### config.mk
export PLATFORM = sky130hd
export DESIGN_NAME = inst_trace_pub
export DESIGN_NICKNAME = d
export VERILOG_FILES = /design/src/rtl/inst_trace_pub.sv
export SDC_FILE = /design/constraint.sdc
export NUM_CORES = 2
export LEC_CHECK = 0
export ABC_AREA = 0
export BUFFER_PORTS_ARGS = -buffer_cell sky130_fd_sc_hd__buf_2
export CAP_MARGIN = 20
export CORE_AREA = 2 2 448 450
export DETAILED_ROUTE_END_ITERATION = 10
export DIE_AREA = 0 0 450 452
export GPL_TIMING_DRIVEN = 0
export PLACE_DENSITY = 0.56
export SETUP_SLACK_MARGIN = 0.1
export SLEW_MARGIN = 20
export SYNTH_ARGS = -nofsm -noshare
export SYNTH_HDL_FRONTEND = slang
export SYNTH_SLANG_ARGS = --single-unit
### constraint.sdc
create_clock -name clk -period 20.3 [get_ports clk]
set_input_delay 3.045 -clock clk [delete_from_list [all_inputs] [get_ports clk]]
set_output_delay 3.045 -clock clk [all_outputs]
set_load 0.02 [all_outputs]
### src/rtl/inst_trace_pub.sv
// inst_trace_pub: in-order instruction-trace publisher.
// Dispatch gets sequence numbers in order. Writeback completions may arrive
// out of order and are parked in a reorder table. Exactly one trace
// notification is published per instruction, in program order.
// Build option: define INST_TRACE_PUB_BYPASS_EN to let a completion that
// targets the head entry publish in the same cycle.
module inst_trace_pub #(
  parameter int p_seq_num_bits = 5
) (
  input  logic                      clk,
  input  logic                      rst,
  input  logic                      alloc_val,
  output logic                      alloc_rdy,
  output logic [p_seq_num_bits-1:0] alloc_seq_num,
  input  logic                      cmpl_val,
  input  logic [p_seq_num_bits-1:0] cmpl_seq_num,
  input  logic [31:0]               cmpl_pc,
  input  logic [4:0]                cmpl_waddr,
  input  logic [31:0]               cmpl_wdata,
  input  logic                      cmpl_wen,
  output logic [31:0]               trace_pc,
  output logic [4:0]                trace_waddr,
  output logic [31:0]               trace_wdata,
  output logic                      trace_wen,
  output logic                      trace_val,
  output logic                      empty
);

  localparam int SW    = p_seq_num_bits;
  localparam int CW    = p_seq_num_bits + 1;
  localparam int DEPTH = 2 ** p_seq_num_bits;
  localparam logic [CW-1:0] FULL_CNT = CW'(DEPTH);

  logic [DEPTH-1:0] ent_alloc;
  logic [DEPTH-1:0] ent_done;
  logic [31:0]      ent_pc    [DEPTH];
  logic [4:0]       ent_waddr [DEPTH];
  logic [31:0]      ent_wdata [DEPTH];
  logic             ent_wen   [DEPTH];

  logic [SW-1:0] head;
  logic [SW-1:0] tail;
  logic [CW-1:0] count;

  logic alloc_fire;
  logic cmpl_ok;
  logic cmpl_wr;
  logic head_ready;
  logic bypass_hit;
  logic commit;

  // Handshake, acceptance and commit decisions
  always_comb begin
    alloc_rdy     = (count != FULL_CNT);
    alloc_fire    = alloc_val && alloc_rdy;
    alloc_seq_num = tail;
    empty         = (count == '0);
    cmpl_ok       = cmpl_val && ent_alloc[cmpl_seq_num] && !ent_done[cmpl_seq_num];
    head_ready    = ent_alloc[head] && ent_done[head];
`ifdef INST_TRACE_PUB_BYPASS_EN
    bypass_hit    = cmpl_ok && (cmpl_seq_num == head);
`else
    bypass_hit    = 1'b0;
`endif
    // A bypassed head never needs its payload stored: it retires this edge.
    commit        = head_ready || bypass_hit;
    cmpl_wr       = cmpl_ok && !bypass_hit;
  end

  // Trace notification; all fields held at zero when nothing is published
  always_comb begin
    trace_val   = 1'b0;
    trace_pc    = '0;
    trace_waddr = '0;
    trace_wdata = '0;
    trace_wen   = 1'b0;
    if (bypass_hit) begin
      trace_val   = 1'b1;
      trace_pc    = cmpl_pc;
      trace_waddr = cmpl_waddr;
      trace_wdata = cmpl_wdata;
      trace_wen   = cmpl_wen;
    end else if (head_ready) begin
      trace_val   = 1'b1;
      trace_pc    = ent_pc[head];
      trace_waddr = ent_waddr[head];
      trace_wdata = ent_wdata[head];
      trace_wen   = ent_wen[head];
    end
  end

  // Entry flags, pointers and occupancy. Tail and head only alias on a
  // commit when the table is full, where no allocation can fire, so the
  // alloc and commit updates never target the same entry.
  always_ff @(posedge clk or negedge rst) begin
    if (!rst) begin
      ent_alloc <= '0;
      ent_done  <= '0;
      head      <= '0;
      tail      <= '0;
      count     <= '0;
    end else begin
      if (alloc_fire) begin
        ent_alloc[tail] <= 1'b1;
        ent_done[tail]  <= 1'b0;
        tail            <= tail + SW'(1);
      end
      if (cmpl_wr) begin
        ent_done[cmpl_seq_num] <= 1'b1;
      end
      if (commit) begin
        ent_alloc[head] <= 1'b0;
        ent_done[head]  <= 1'b0;
        head            <= head + SW'(1);
      end
      case ({alloc_fire, commit})
        2'b10:   count <= count + CW'(1);
        2'b01:   count <= count - CW'(1);
        default: count <= count;
      endcase
    end
  end

  // Completion payload storage; contents are meaningless until done is set
  always_ff @(posedge clk) begin
    if (cmpl_wr) begin
      ent_pc[cmpl_seq_num]    <= cmpl_pc;
      ent_waddr[cmpl_seq_num] <= cmpl_waddr;
      ent_wdata[cmpl_seq_num] <= cmpl_wdata;
      ent_wen[cmpl_seq_num]   <= cmpl_wen;
    end
  end

endmodule

# ---- After elaboration in Yosys (flattened, before gate mapping)
# Memory sizes are Yosys's and may differ from the RTL's.
# Cells that the tools add are included.
dict set report word_totals {
  memories 4
  input_bits 79
  ff_bits 80
  output_inout_bits 78
  latchBits 0
  rom_bits 0
  ram_bits 2240
}
# memory words word_bits rd rd_clocked_by_memory_dff write_ports line_no
set memory_table {}
lappend memory_table {ent_pc 32 32 1 0 1 36} ;# logic [31:0] ent_pc [DEPTH];
lappend memory_table {ent_wdata 32 32 1 0 1 38} ;# logic [31:0] ent_wdata [DEPTH];
lappend memory_table {ent_waddr 32 5 1 0 1 37} ;# logic [4:0] ent_waddr [DEPTH];
lappend memory_table {ent_wen 32 1 1 0 1 39} ;# logic ent_wen [DEPTH];
dict set report classes {
  magnitude_cmp 6
  addsub 4
  n_reduce_logical 10
  n_eq_ne 3
  shifts 0
  mul 0
  muxes 27
  div_mod_pow 0
  bitwise 7
}
# cell n
set op_table {}
lappend op_table {{$mux W32} 7}
lappend op_table {{$and A32 B32 Y32} 3}
lappend op_table {{$not A32 Y32} 2}
lappend op_table {{$or A32 B32 Y32} 2}
lappend op_table {{$bmux W1 S5} 4}
lappend op_table {{$lt A5 B6 Y1 const B} 3}
lappend op_table {{$demux W1 S5} 3}
lappend op_table {{$ge A5 B1 Y1 const B} 3}
lappend op_table {{$pmux W6 S2} 1}
lappend op_table {{$mux W1} 11}
lappend op_table {{$add A5 B1 Y5 const B} 2}
lappend op_table {{$logic_and A1 B1 Y1} 7}
lappend op_table {{$add A6 B1 Y6 const B} 1}
lappend op_table {{$logic_not A6 Y1} 1}
lappend op_table {{$ne A6 B6 Y1 const B} 1}
lappend op_table {{$sub A6 B1 Y6 const B} 1}
lappend op_table {{$mux W5} 1}
lappend op_table {{$eq A2 B1 Y1 const B} 1}
lappend op_table {{$eq A2 B2 Y1 const B} 1}
lappend op_table {{$reduce_bool A2 Y1} 1}
lappend op_table {{$logic_not A1 Y1} 1}

# ---- Logic depth before layout (Yosys ltp)
dict set report logic_depth {
  depth_word 11
  mapped_depth 18
}

# ---- Least setup slack after synthesis
# OpenSTA, ideal clock, no wires.
dict set report synth_timing {
  path_kind {input to register}
  from {input port cmpl_seq_num[1]}
  to {memory ent_pc[2][0], enable pin}
  path_slack_ps 10635
  arrival_time_ps 9079
  n_path_buf 4
  setup_ps 587
  t_required_ps 19713
  path_stages 9
  path_cell_list {buf_6 buf_6 buf_6 mux4_2 nand3_1 o31a_2 o2111ai_2 buf_6 nor3_1}
}
dict set report synth_via {
  elab_chain_cells 6
  elab_cells_between_ends 9
}
# element line_no
set synth_rtl {}
lappend synth_rtl {{start, declared} 16} ;# input logic [p_seq_num_bits-1:0] cmpl_seq_num,
lappend synth_rtl {{$bmux W1 S5} 58} ;# cmpl_ok = cmpl_val && ent_alloc[cmpl_seq_num] && !ent_done[cmpl_seq_num];
lappend synth_rtl {{$mux W1 (implied by the code)} 58}
lappend synth_rtl {{$logic_and A1 B1 Y1 / $logic_not A1 Y1 (equally long branches)} 58}
lappend synth_rtl {{$logic_and A1 B1 Y1} 58}
lappend synth_rtl {{$mux W1} 126} ;# if (cmpl_wr) begin
lappend synth_rtl {{$mux W1 (implied by the code)} 127} ;# ent_pc[cmpl_seq_num] <= cmpl_pc;
lappend synth_rtl {{end, declared} 36}
# Parallel ways exist; a longest one is shown, timed or not. The select of a mux whose other input is x is not followed.

# ---- Worst setup path in the final report
dict set report layout_timing {
  from {register head[3]}
  to {output port trace_wdata[0]}
}
dict set report layout_via {
  elab_chain_cells 4
  elab_cells_between_ends 7
}
# element line_no
set layout_rtl {}
lappend layout_rtl {{start, declared} 41} ;# logic [SW-1:0] head;
lappend layout_rtl {{start signal, assigned} 114} ;# head <= head + SW'(1);
lappend layout_rtl {{$bmux W1 S5} 59} ;# head_ready = ent_alloc[head] && ent_done[head];
lappend layout_rtl {{$mux W1 (implied by the code)} 59}
lappend layout_rtl {{$logic_and A1 B1 Y1} 59}
lappend layout_rtl {{$mux W32 *} 83} ;# end else if (head_ready) begin
lappend layout_rtl {{end, declared} 23} ;# output logic [31:0] trace_wdata,
# Mark *: on every way between the ends. The rest lies on a longest branch, timed or not. The select of a mux whose other input is x is not followed.

==> run summary <==
The routability congestion estimate from global placement is about 0.84. The number of antenna violations at the first check in global routing came out at 26. The number of buffers added to fix hold violations after cts came out at 0. The number of gates resized after CTS is 0.

Setup repair after global routing left no endpoint under its margin. The count of state elements after synthesis is 2320. STA classifies the critical path endpoint as a primary output. The H-tree depth reported by CTS is 4. The filler cell count is ~16k.

The power density normalized to cell area is around 120 nW/µm². The fraction of synthesized cell area taken by the top area cell type is between 70% and 80%. The remaining antenna violation count after routing came out at 0. The I/O pin total came out at roughly 160. The post-synthesis average cell area is 22.43 µm². The number of flops mapped to enable cells by yosys came out at 2240. VDD sags by at most ~110 µV. After clock tree synthesis, the clock-pin slew on the worst setup and hold paths is ~0.06 ns. Sorting the synthesized cells by area gives the leading types as sky130_fd_sc_hd__edfxtp_1 76%, sky130_fd_sc_hd__mux4_2 14%, sky130_fd_sc_hd__dfrtp_1 2.3%. Hold timing on the final database bottoms out at a slack of 0.4902 ns. For this run the aggregate overflow at the end of global routing stands at 0. The worst-case clock skew came out at around 0.023 ns. The highest net fanout along the worst path came out at 10. The total of warnings raised by yosys is 0.

Counting along the longest clock path gives a buffer depth of 3. The die is about 450 µm tall. The final sum of negative setup slack is 0 ns. The clock net in this run drives a total of around 2.3k sinks. The area used by multi-input combinational logic is 18480 µm². In this run the post-CTS setup repair buffer count came out at 0. The final worst setup slack came out at around 12 ns.

The total number of vias is 45.70k. The master cell of the clock root buffer is sky130_fd_sc_hd__clkbuf_16. The CTS tree is yes. The most used flip-flop cell after synthesis is sky130_fd_sc_hd__edfxtp_1. The first-pass GRT wire length came out at roughly 360000 µm.

The die extent in x is between 400 and 500 µm. The mapped netlist covers 88900 µm². The setup violation total in the final timing report came out at 0.

By startpoint and endpoint, the worst setup path is classified as flip-flop to primary output. The analysis attributes to cell leakage a power of roughly 0.033 µW. The area of the core region is around 200000 µm².

The netlist uses between 60 and 70 different library cells. The tightest min-delay check is of the flip-flop to flip-flop type. The clock reaches the later pin of the worst-skew pair after around 0.88 ns. The total length of routed wires is between 200000 and 300000 µm. Max-cap violations in this run came to 0.

STA puts the critical path data arrival time at 5.53 ns. The sequential cell area is 69270 µm². The post-place setup slack came out at 12.58 ns. The post-detailed-route via-to-cell ratio came out at around 6.1. The proportion of register bits with asynchronous set or reset after synthesis came out at about 3.4%. The number of nets handed over by synthesis was 4053. The sequential element share of the synthesized area came out at approximately 80%.

The worst slew margin relative to its limit is a little over a fifth. The flow ran to the end, and the final reports show no timing, DRC or antenna violations. For this run, design rule violations remaining after detail routing come to 0. The die footprint came out at ~200000 µm². The first-iteration detailed-routing DRC count came out at roughly 6.2k. The slew at the pin closest to its max-slew limit came out at 1.177 ns. Buffers inserted during clock tree synthesis total 230. The total count of hold-check failures in the final report was 0. The completed layout was analyzed and its total power is around 13000 µW. The count of pins over their slew limit is 0. The initial cell density of the core came out at between 40% and 50%. The final period demand of the worst path is 8.572 ns. The fmax is roughly 120 MHz.

The total number of placement rows is 164. The overall routing resource usage came out at roughly 26%. The per-cell routed wire length is around 35 µm.

The first detailed-routing pass took 7 iterations. The fraction of final layout cells with drive strength greater than 1 is between 30% and 40%. The required time reported for the critical path endpoint came out at around 17 ns. The half-perimeter wire length after placement is 169400 µm. The number of input and output port buffers inserted is between 150 and 200. The worst setup path is launched from a flip-flop. The finished layout cell area is ~100000 µm². Summing all placed instances gives a cell area of about 96000 µm². The number of nets in the finished design came out at 4687.

The maximum number of pins on one net before global-route repair is 59. The number of global-route vias before repair came to between 40k and 50k. sky130_fd_sc_hd__edfxtp_1 takes more of the synthesized area than any other cell.

Synthesis produced a netlist whose cell count is slightly below 4k. The part of the cycle the worst path needs came out at between 40% and 50%. The growth of design area from synthesis to finish came out at 15.88%.
## layer usage
metal  GRT usage, %  vias to the layer above  wire [µm]
met5              0                        -         19
met4          8.164                        4       8414
met3          4.007                      379      19440
met2          41.31                     2087     126100
met1          36.77                    24920     108600
li1               -                    18310          -
## critical path, cell delays in order (launching register included)
cell and delay, ns:
sky130_fd_sc_hd__dfrtp_1 0.41, sky130_fd_sc_hd__buf_1 0.24, sky130_fd_sc_hd__nand3b_1 0.87, sky130_fd_sc_hd__clkbuf_2 0.74, sky130_fd_sc_hd__clkbuf_1 0.87, sky130_fd_sc_hd__o22ai_1 0.33
sky130_fd_sc_hd__or4_1 0.52, sky130_fd_sc_hd__nor2_1 0.38, sky130_fd_sc_hd__buf_2 0.25
## power breakdown
group	leakage [µW]	total (µW)	switching (µW)	internal [µW]
combinational	0.00848	3190	1850	1340
clock	0.00350	4090	1840	2250
sequential	0.0211	5420	67.1	5350
total	0.0331	12700	3750	8940
## cell type report
| type | count | share of cell area [%] |
|---|---|---|
| flip-flops and latches | 2320 | 67.24 |
| multi-input cells | 1380 | 17.94 |
| clock buffers | 288 | 5.829 |
| repair buffers | 402 | 3.242 |
| well taps | 2656 | 3.226 |
| plain buffers | 240 | 1.211 |
| clock inverters | 136 | 1.125 |
| inverters | 23 | 0.1713 |
| diodes | 9 | 0.02186 |
## Yosys cell counts (all sizes together), types with 15 or more instances
master / n
a2bb2oi: 23
buf: 174
clkbuf: 66
dfrtp: 80
edfxtp: 2240
inv: 23
mux2i: 36
mux4: 571
nand2: 29
nor2: 116
nor3: 15
nor4: 16
o21a: 20
o21ai: 26
o22a: 40
o22ai: 285
or3: 17
or4: 68
## final timing paths
kind / endpoint / from / slack [ns] / cells past startpoint
setup / recovery: trace_wdata[0] / head[3]$_DFFE_PN0P_ / 11.73 / 8
hold / removal: count[5]$_DFFE_PN0P_ / count[5]$_DFFE_PN0P_ / 0.49 / 1
setup reg to reg: count[4]$_DFFE_PN0P_ / head[3]$_DFFE_PN0P_ / 15.75 / 17
hold reg to reg: count[5]$_DFFE_PN0P_ / count[5]$_DFFE_PN0P_ / 0.49 / 1
max in group asynchronous: ent_done[18]$_DFF_PN0_ / rst / 17.53 / 2
min in group asynchronous: count[0]$_DFFE_PN0P_ / rst / 2.12 / 1
## sequential cells by signal (all words and copies together) (netlist names), 6 cells and up
name	flops
ent_done	32
ent_wen	32
ent_wdata	1024
ent_alloc	32
ent_waddr	160
count	6
ent_pc	1024
## placed cells by master, fill, tap and decap left out, types with 8 or more instances in the layout
cell / count
sky130_fd_sc_hd__o21a_1: 20
sky130_fd_sc_hd__a2bb2oi_2: 9
sky130_fd_sc_hd__buf_4: 155
sky130_fd_sc_hd__clkbuf_16: 231
sky130_fd_sc_hd__o22a_1: 40
sky130_fd_sc_hd__o21ai_0: 21
sky130_fd_sc_hd__mux2i_1: 36
sky130_fd_sc_hd__xor2_1: 8
sky130_fd_sc_hd__clkinv_1: 60
sky130_fd_sc_hd__nor4_4: 14
sky130_fd_sc_hd__mux4_2: 570
sky130_fd_sc_hd__buf_16: 16
sky130_fd_sc_hd__ha_1: 11
sky130_fd_sc_hd__nor3_1: 10
sky130_fd_sc_hd__clkinv_2: 46
sky130_fd_sc_hd__or3_1: 13
sky130_fd_sc_hd__clkbuf_1: 103
sky130_fd_sc_hd__bufinv_16: 12
sky130_fd_sc_hd__or4_1: 68
sky130_fd_sc_hd__edfxtp_1: 2240
sky130_fd_sc_hd__nand2_1: 23
sky130_fd_sc_hd__a2bb2oi_1: 14
sky130_fd_sc_hd__inv_1: 9
sky130_fd_sc_hd__inv_8: 10
sky130_fd_sc_hd__buf_6: 104
sky130_fd_sc_hd__buf_2: 292
sky130_fd_sc_hd__nor2_1: 116
sky130_fd_sc_hd__o22ai_1: 285
sky130_fd_sc_hd__nand3_1: 11
sky130_fd_sc_hd__dfrtp_1: 80
sky130_fd_sc_hd__diode_2: 9
sky130_fd_sc_hd__clkbuf_2: 19
## per-stage QoR
stage                     cells  utilization, %
final                      7454           51.86
after global routing       7448           51.86
after CTS                  7445           51.85
after detailed placement   7021           48.25
after global placement     6774           46.82
after floorplan            3963               -
## kinds of logic (layout without fill, tap and decap cells)
| kind of cell | after synthesis | count (layout) | share of synthesized area, % |
|---|---|---|---|
| flops | 2320 | 2320 | 77.92 |
| mux | 619 | 619 | 15.03 |
| compound gates | 426 | 426 | 3.296 |
| simple gates | 310 | 310 | 1.997 |
| buf+inv | 263 | 1089 | 1.468 |
| xor+xnor | 14 | 14 | 0.1379 |
| fa+ha+maj | 11 | 11 | 0.1548 |
| other cells | 0 | 9 | 0 |
(Power assumes the default switching activity.)
